==> config.mk <==
export PLATFORM = sky130hd
export DESIGN_NAME = fir_dec_accum
export DESIGN_NICKNAME = d
export VERILOG_FILES = /design/src/rtl/fir_dec_accum.sv
export SDC_FILE = /design/constraint.sdc
export NUM_CORES = 1
export LEC_CHECK = 0
export CAP_MARGIN = 10
export CORE_MARGIN = 2
export CORE_UTILIZATION = 30
export CTS_BUF_LIST = sky130_fd_sc_hd__clkbuf_8 sky130_fd_sc_hd__clkbuf_16
export CTS_CLUSTER_DIAMETER = 80
export CTS_CLUSTER_SIZE = 12
export DETAILED_ROUTE_END_ITERATION = 16
export GPL_ROUTABILITY_DRIVEN = 0
export HOLD_SLACK_MARGIN = 0.03
export PLACE_DENSITY_LB_ADDON = 0.25
export SLEW_MARGIN = 15
export SYNTH_ARGS = -nofsm -noshare
export SYNTH_HDL_FRONTEND = slang
export SYNTH_SLANG_ARGS = --single-unit
==> constraint.sdc <==
create_clock -name clk -period 12.85 [get_ports clk]
set_input_delay 1.285 -clock clk [delete_from_list [all_inputs] [get_ports clk]]
set_output_delay 1.285 -clock clk [all_outputs]
set_load 0.03 [all_outputs]
==> src/rtl/fir_dec_accum.sv <==
// fir_dec_accum -- decimating accumulate-and-dump stage behind the FIR low-pass.
//
// After enable it drops the first SETTLE valid samples, because the FIR pipeline is
// still filling. It then sums blocks of 2^D valid samples. Each block sum is rounded
// half-up, arithmetic-shifted right by D+OUT_SHIFT and clipped to OUT_WIDTH signed bits.
// One registered, valid-strobed sample is emitted per block.
//
// Handshake: din is consumed on every rising clk edge where din_valid=1. Gaps only
// stretch a block. dout_valid is a one-cycle strobe and there is no backpressure.
// dout and sat hold their values between strobes.
//
// Optional feature, macro DEC_SAT_CNT_EN:
//   defined   -> sat_cnt counts clipped strobes, sticks at 16'hFFFF, and is cleared
//                by rst and by cfg_load
//   undefined -> sat_cnt is tied to 0
//
// Ports:
//   clk        in   system clock
//   rst        in   synchronous reset, active-high
//   en         in   run enable; low returns to IDLE and drops any partial block
//   din        in   [IN_WIDTH-1:0]  signed FIR output sample
//   din_valid  in   din qualifier
//   dec_log2   in   [3:0] decimation exponent D (values above MAX_DEC_LOG2 are clamped)
//   cfg_load   in   one-cycle pulse: latch dec_log2 and restart the current block
//   dout       out  [OUT_WIDTH-1:0] signed decimated sample
//   dout_valid out  one-cycle strobe when dout updates
//   sat        out  set when the current dout was clipped
//   sat_cnt    out  [15:0] saturation event count
module fir_dec_accum #(
  parameter int IN_WIDTH     = 30,
  parameter int OUT_WIDTH    = 16,
  parameter int ACC_WIDTH    = 48,
  parameter int MAX_DEC_LOG2 = 10,
  parameter int SETTLE       = 19,
  parameter int OUT_SHIFT    = 15
) (
  input  logic                 clk,
  input  logic                 rst,
  input  logic                 en,
  input  logic [IN_WIDTH-1:0]  din,
  input  logic                 din_valid,
  input  logic [3:0]           dec_log2,
  input  logic                 cfg_load,
  output logic [OUT_WIDTH-1:0] dout,
  output logic                 dout_valid,
  output logic                 sat,
  output logic [15:0]          sat_cnt
);

  localparam int CW = MAX_DEC_LOG2 + 1;                   // block sample counter
  localparam int SW = (SETTLE > 1) ? $clog2(SETTLE) : 1;  // settle counter
  localparam int XW = ACC_WIDTH + 1;                      // headroom for the rounding add

  localparam logic signed [XW-1:0] OUT_MAX =
    {{(XW + 1 - OUT_WIDTH){1'b0}}, {(OUT_WIDTH - 1){1'b1}}};
  localparam logic signed [XW-1:0] OUT_MIN =
    {{(XW + 1 - OUT_WIDTH){1'b1}}, {(OUT_WIDTH - 1){1'b0}}};

  typedef enum logic [1:0] {
    S_IDLE   = 2'd0,
    S_SETTLE = 2'd1,
    S_ACCUM  = 2'd2
  } state_t;

  state_t                 state;
  logic [3:0]             d_lat;
  logic [CW-1:0]          cnt;
  logic [SW-1:0]          settle_cnt;
  logic signed [ACC_WIDTH-1:0] acc;

  logic [3:0]             d_new;
  logic signed [ACC_WIDTH-1:0] din_ext;
  logic [CW-1:0]          block_last;
  logic                   dump_fire;
  logic [5:0]             shamt;
  logic signed [XW-1:0]   sum_x;
  logic signed [XW-1:0]   rnd_x;
  logic signed [XW-1:0]   pre_x;
  logic signed [XW-1:0]   r_x;
  logic [OUT_WIDTH-1:0]   clip_val;
  logic                   clip;

  always_comb begin
    d_new      = (dec_log2 > 4'(MAX_DEC_LOG2)) ? 4'(MAX_DEC_LOG2) : dec_log2;
    din_ext    = {{(ACC_WIDTH - IN_WIDTH){din[IN_WIDTH-1]}}, din};
    block_last = (CW'(1) << d_lat) - CW'(1);
    // The block closes on the 2^D-th valid sample. A simultaneous cfg_load discards it.
    dump_fire  = en && (state == S_ACCUM) && !cfg_load && din_valid && (cnt == block_last);

    // The dump sample is folded in here, so the accumulator can restart
    // on the same edge without losing a sample.
    sum_x = {acc[ACC_WIDTH-1], acc} + {din_ext[ACC_WIDTH-1], din_ext};
    shamt = 6'(d_lat) + 6'(OUT_SHIFT);
    rnd_x = (shamt == 6'd0) ? '0 : (XW'(1) << (shamt - 6'd1));
    pre_x = sum_x + rnd_x;
    r_x   = pre_x >>> shamt;

    clip     = 1'b0;
    clip_val = r_x[OUT_WIDTH-1:0];
    if (r_x > OUT_MAX) begin
      clip     = 1'b1;
      clip_val = OUT_MAX[OUT_WIDTH-1:0];
    end else if (r_x < OUT_MIN) begin
      clip     = 1'b1;
      clip_val = OUT_MIN[OUT_WIDTH-1:0];
    end
  end

  always_ff @(posedge clk) begin
    if (rst) begin
      state      <= S_IDLE;
      d_lat      <= 4'd0;
      cnt        <= '0;
      settle_cnt <= '0;
      acc        <= '0;
      dout       <= '0;
      dout_valid <= 1'b0;
      sat        <= 1'b0;
    end else begin
      dout_valid <= 1'b0;
      if (!en) begin
        state      <= S_IDLE;
        cnt        <= '0;
        settle_cnt <= '0;
        acc        <= '0;
      end else begin
        case (state)
          S_IDLE: begin
            d_lat      <= d_new;
            cnt        <= '0;
            settle_cnt <= '0;
            acc        <= '0;
            state      <= (SETTLE == 0) ? S_ACCUM : S_SETTLE;
          end
          S_SETTLE: begin
            // A new D here does not restart the fill count, because the FIR is still priming.
            if (cfg_load) d_lat <= d_new;
            if (din_valid) begin
              if (settle_cnt == SW'(SETTLE - 1)) begin
                settle_cnt <= '0;
                state      <= S_ACCUM;
              end else begin
                settle_cnt <= settle_cnt + SW'(1);
              end
            end
          end
          S_ACCUM: begin
            if (cfg_load) begin
              // Restart the block under the new D. The filter stays primed, so there is no re-settle.
              d_lat <= d_new;
              acc   <= '0;
              cnt   <= '0;
            end else if (dump_fire) begin
              acc        <= '0;
              cnt        <= '0;
              dout       <= clip_val;
              sat        <= clip;
              dout_valid <= 1'b1;
            end else if (din_valid) begin
              acc <= acc + din_ext;
              cnt <= cnt + CW'(1);
            end
          end
          default: state <= S_IDLE;
        endcase
      end
    end
  end

`ifdef DEC_SAT_CNT_EN
  always_ff @(posedge clk) begin
    if (rst || cfg_load) begin
      sat_cnt <= 16'h0000;
    end else if (dump_fire && clip && (sat_cnt != 16'hFFFF)) begin
      sat_cnt <= sat_cnt + 16'h0001;
    end
  end
`else
  assign sat_cnt = 16'h0000;
`endif

endmodule
Word level (Yosys, flattened, before mapping)
Index checks and enable logic that the tools add are counted.

Add/subtract/negate cells: 8. $mul: 0. Divide/modulo/power cells: 0. $lt $le $gt $ge: 3. Equal/unequal tests: 8. Shift-type cells: 3. Multiplexer cells: 23. Bitwise logic cells: 3. Reduce and logical (&&, ||, !) cells: 18.

Operators by type and width (count): 48-bit 2-to-1 mux (3); 48-bit one-hot mux with 2 select lines (1); 48-bit by 30-bit adder with 49-bit output (1); 49-bit adder (1); 49-bit by 16-bit > comparator with 1-bit output, second input constant (1); 49-bit by 16-bit < comparator with 1-bit output, second input constant (1); 49-bit 2-to-1 mux (1); 1-bit by 6-bit left shift with 49-bit output, first input constant (1); 49-bit by 5-bit >>> shifter with 49-bit output (1); 48-bit by 30-bit adder with 48-bit output (1); 11-bit 2-to-1 mux (3); 16-bit 2-to-1 mux (2); 11-bit one-hot mux with 2 select lines (1); 11-bit by 1-bit adder with 11-bit output, second input constant (1); 11-bit equality test (1); 1-bit by 4-bit left shift with 11-bit output, first input constant (1); 11-bit by 2-bit subtractor with 11-bit output, second input constant (1); 5-bit 2-to-1 mux (2); 5-bit one-hot mux with 2 select lines (1); 4-bit 2-to-1 mux (2); 4-bit one-hot mux with 2 select lines (1); 6-bit zero test (1); 2-bit one-hot mux with 3 select lines (1); 3-bit AND reduction (2); other kinds (21) (34).

Flip-flop bits (word level): 88. Latch bits: 0. Memory bits (writable): 0. ROM bits: 0. Bits of input ports: 39. Output and inout bits: 34. Memories kept: 0.

Longest topological paths before layout
Depth after elaboration: 9. Mapped depth: 37. Mapped depth without buffers: 29.

Worst setup path before layout
Ideal clock, no wire load.

Path type: register to register. Start: register d_lat[0]. End: register dout[11]. Arrival time: 9.133 ns. Required time: 12.781 ns. Path slack: 3.648 ns. Cell stages (with the launch flop): 37. Buffers on the path: 11. Period minus slack after synthesis: 9.202 ns. Cells stage by stage: dfxtp_1 -> clkbuf_1 -> inv_1 -> clkbuf_1 -> buf_1 -> buf_1 -> clkbuf_1 -> ha_1 -> clkbuf_1 -> xor2_1 -> buf_2 -> clkbuf_1 -> nor2_1 -> xnor2_1 -> nor2b_1 -> clkbuf_1 -> nand3_1 -> fa_1 -> inv_1 -> ha_1 -> buf_2 -> a21oi_1 -> o21ai_0 -> a21o_1 -> or3_4 -> o21a_4 -> xnor2_1 -> mux2_4 -> a221oi_1 -> mux2i_1 -> o21a_1 -> or4_1 -> a221oi_2 -> nand4b_1 -> o31a_1 -> buf_6 -> o21ai_1.

Cells in the longest elaborated chain, start to end: 9.

Ends and longest elaborated chain: start, declared (RTL line 66) `logic [3:0] d_lat;`; start signal, assigned (RTL line 129) `d_lat <= d_new;`; start signal, assigned (RTL line 137) `if (cfg_load) d_lat <= d_new;`; start signal, assigned (RTL line 150) `d_lat <= d_new;`; 4-bit by 4-bit adder with 5-bit output (RTL line 93) `shamt = 6'(d_lat) + 6'(OUT_SHIFT);`; 5-bit by 1-bit subtractor with 6-bit output (RTL line 94) `rnd_x = (shamt == 6'd0) ? '0 : (XW'(1) << (shamt - 6'd1));`; 1-bit by 6-bit left shift with 49-bit output (RTL line 94); 49-bit 2-to-1 mux (RTL line 94); 49-bit adder (RTL line 95) `pre_x = sum_x + rnd_x;`; 49-bit by 5-bit >>> shifter with 49-bit output (RTL line 96) `r_x = pre_x >>> shamt;`; 49-bit by 16-bit < comparator with 1-bit output (RTL line 103) `end else if (r_x < OUT_MIN) begin`; 16-bit 2-to-1 mux (RTL line 103); 16-bit 2-to-1 mux (RTL line 100) `if (r_x > OUT_MAX) begin`; end signal, assigned (RTL line 156) `dout <= clip_val;`; end, declared (RTL line 44) `output logic [OUT_WIDTH-1:0] dout,`.

Parallel ways exist; a longest one is shown, timed or not. A chain may end at the register's enable or synchronous reset.

Worst setup path after layout
Start: register d_lat[0]. End: register dout[13].

Same word-level chain as after synthesis.

==> metrics.cfg <==
[timing]
finClkSkew_ns=0.0188
setup_violations=0
fin_setup_tns_ns=0
fmax_mhz=105
rsz0062_at_grt=no
fin_crit_ns=9.49
hold_viol=0
whs_ns=0.454
relSlewSlack_pct=28.5
worstMarginPinSlew_ns=1.07
finalCritPeriodShare_pct=73.9
maxSlewViolCount=0

[clock_tree]
cts-root-buf=clkbuf_16
clkTransAtPathRegs_ns=0.08
clk_path_buf_depth=2
ctsResizeCount=0
cts_sinks=88
worst_skew_pair.late_latency_ns=0.40
tritoncts=done
cts_setup_buffers=0
htree_levels=3
cts_hold_buf=0
cts_buffers=9

[floorplanning]
die_h_microns=231
die_w_microns=231
core_area_sq_um=51100
rows=83
ios=73
die_area_sq_um=53300
start_util_pct=30.2

[finish]
n_antenna_cell=0
nNetsFinal=2343
stdcell_count=2829
layout-drive-gt1-share_pct=6.56
area_growth_pct=9.22

[pwr]
p_per_area_nw_per_um2=82.9
p_leak_uw=0.00701
ir_worst_vdd_mv=0.0465

[outcome]
status=completed

[worst_setup_path]
cpMaxStageDelayCell=xor2_4
crit_required_ns=13.11
critPathKind=flip-flop to flip-flop
reg2reg_depth=28
r2r-start=d_lat[0]
critPathCaptureType=flip-flop
crit_end=dout[13]
critPathMaxStageDelay_ns=0.64
startpoint=d_lat[0]
cp.arrival_ns=9.75
cp_max_fo=50
r2r_end=dout[13]
cp-start-kind=flip-flop
reg2reg_slack_ns=3.36
path_common_cell=nand2_1

[yosys]
ys_seq_area_share_pct=11.4
synthesis.area_sq_um=15400
synthDistinctLibCells=105
synth_mux_area_share_pct=5.85
ys_warn_count=0
synth_flop_cell=dfxtp_1
yosys.area_share.simple_pct=23.3
synth_top_family_by_area=compound AO/OA/AOI/OAI gates
synth_fa_ha_area_share_pct=15.4
ys_seq_elements=88
async_flop_share_pct=0
syn_inst=2156
synth_xor_area_share_pct=4.75
synth-edff-count=0
avgSynthCellArea_sq_um=7.17
synth_compound_area_share_pct=31.1

[routing]
wl_per_cell_microns=19.2
drtIter0Drc=1481
drc=0
viasPerCell=5.75
totalWireLength_microns=54200
drt_pass1_iterations=6
antenna_left=0
vias=16300

[global_routing]
grt_pass1_vias=15500
grt.total_usage_pct=20.0
grt_pass1_wl_microns=86200
grt_overflow=0
antenna_found_initial=0
grt_max_degree=78

[placed_design]
io_buffers=56
dp.cells=2813
hpwl_microns=42800

[worst_hold_path]
hold_class=flip-flop to flip-flop

[run]
cap_violations=0

-- metal layers --
| metal | routed length, microns | part of all wire, % | track usage (%) | vias to the layer above |
|---|---|---|---|---|
| li1 | - | - | - | 7784 |
| met1 | 25700 | 47 | 28.5 | 7754 |
| met2 | 24000 | 44 | 31.5 | 620 |
| met3 | 3070 | 5.7 | 2.05 | 103 |
| met4 | 1380 | 2.5 | 6.67 | 0 |
| met5 | 0 | 0 | 0 | - |
-- critical path, delay by kind of cell, from the launching register on --
| family | cells | cell delay [ns] |
|---|---|---|
| AOI/OAI and AO/OA | 14 | 4.20 |
| adders and majority gates | 3 | 1.27 |
| DFF | 1 | 0.32 |
| and+or+nand+nor | 6 | 1.83 |
| buffers and inverters | 4 | 1.04 |
| xor gates and xnor gates | 1 | 0.64 |
-- kinds of logic after synthesis --
kind of cell    count (synthesis)
compound gates                698
xor+xnor                       83
fa+ha+maj                     160
buf+inv                       307
flops                          88
mux                            71
other cells                     2
simple gates                  747
-- area by class of cell --
cell class / count / area [sq um]
inverters: 179 / 672
flip-flops and latches: 88 / 1760
well taps: 680 / 851
clock inverters: 7 / 61.3
repair buffers: 75 / 703
multi-input cells: 1791 / 12600
clock buffers: 9 / 225
fillers: 5579 / 34200
-- report_power, final --
| part | internal [uW] | total (uW) | switching, uW |
|---|---|---|---|
| Clock | 136 | 277 | 141 |
| Sequential | 273 | 276 | 2.14 |
| Combinational | 290 | 847 | 557 |
-- through the flow --
step | total power [uW] | utilization [%] | area (sq um) | worst slack (ns)
6_report | 1400 | 33.0 | 16900 | 3.36
5_1_grt | 1480 | 33.0 | 16900 | 2.73
4_1_cts | 1390 | 33.0 | 16900 | 3.60
3_5_place_dp | 1100 | 32.5 | 16600 | 3.62
3_3_place_gp | 1100 | 32.5 | 16600 | 3.75
2_1_floorplan | 874 | - | 15600 | 3.65
-- cell usage after synthesis (all sizes together), types with 38 or more instances --
library cell	n	area (sq um)
a211oi	41	358
a21o	59	443
a21oi	184	988
buf	54	315
clkbuf	74	278
dfxtp	88	1760
fa	50	1000
ha	110	1380
inv	179	672
mux2i	38	393
nand2	208	786
nand3	56	280
nor2	208	781
nor3	66	335
o21ai	143	757
xnor2	45	402
xor2	38	333
-- placed cells by master (no fill, tap or decap), drive strengths merged, types with 41 or more instances in the layout --
| master | instances |
|---|---|
| o21ai | 143 |
| clkdlybuf4s50 | 56 |
| dfxtp | 88 |
| nand2 | 208 |
| fa | 50 |
| ha | 110 |
| a211oi | 41 |
| a21oi | 184 |
| xnor2 | 45 |
| nor2 | 208 |
| a21o | 59 |
| inv | 184 |
| nand3 | 56 |
| nor3 | 66 |
-- worst min-delay path by stage --
stage | from | endpoint | slack [ns] | depth (start not counted)
4_1_cts | dout[13] | dout[13] | 0.46 | 2
5_1_grt | dout[1] | dout[1] | 0.48 | 2
3_3_place_gp | dout[1] | dout[1] | 0.44 | 2
2_1_floorplan | acc[21] | acc[21] | 0.45 | 2
6_report | dout[13] | dout[13] | 0.45 | 2
3_5_place_dp | dout[13] | dout[13] | 0.45 | 2
-- sequential cells by signal, summed over array words and instances (netlist names) --
name,count
dout_valid,1
cnt,11
settle_cnt,5
sat,1
state,2
acc,48
d_lat,4
dout,16
(Power assumes the default switching activity.)
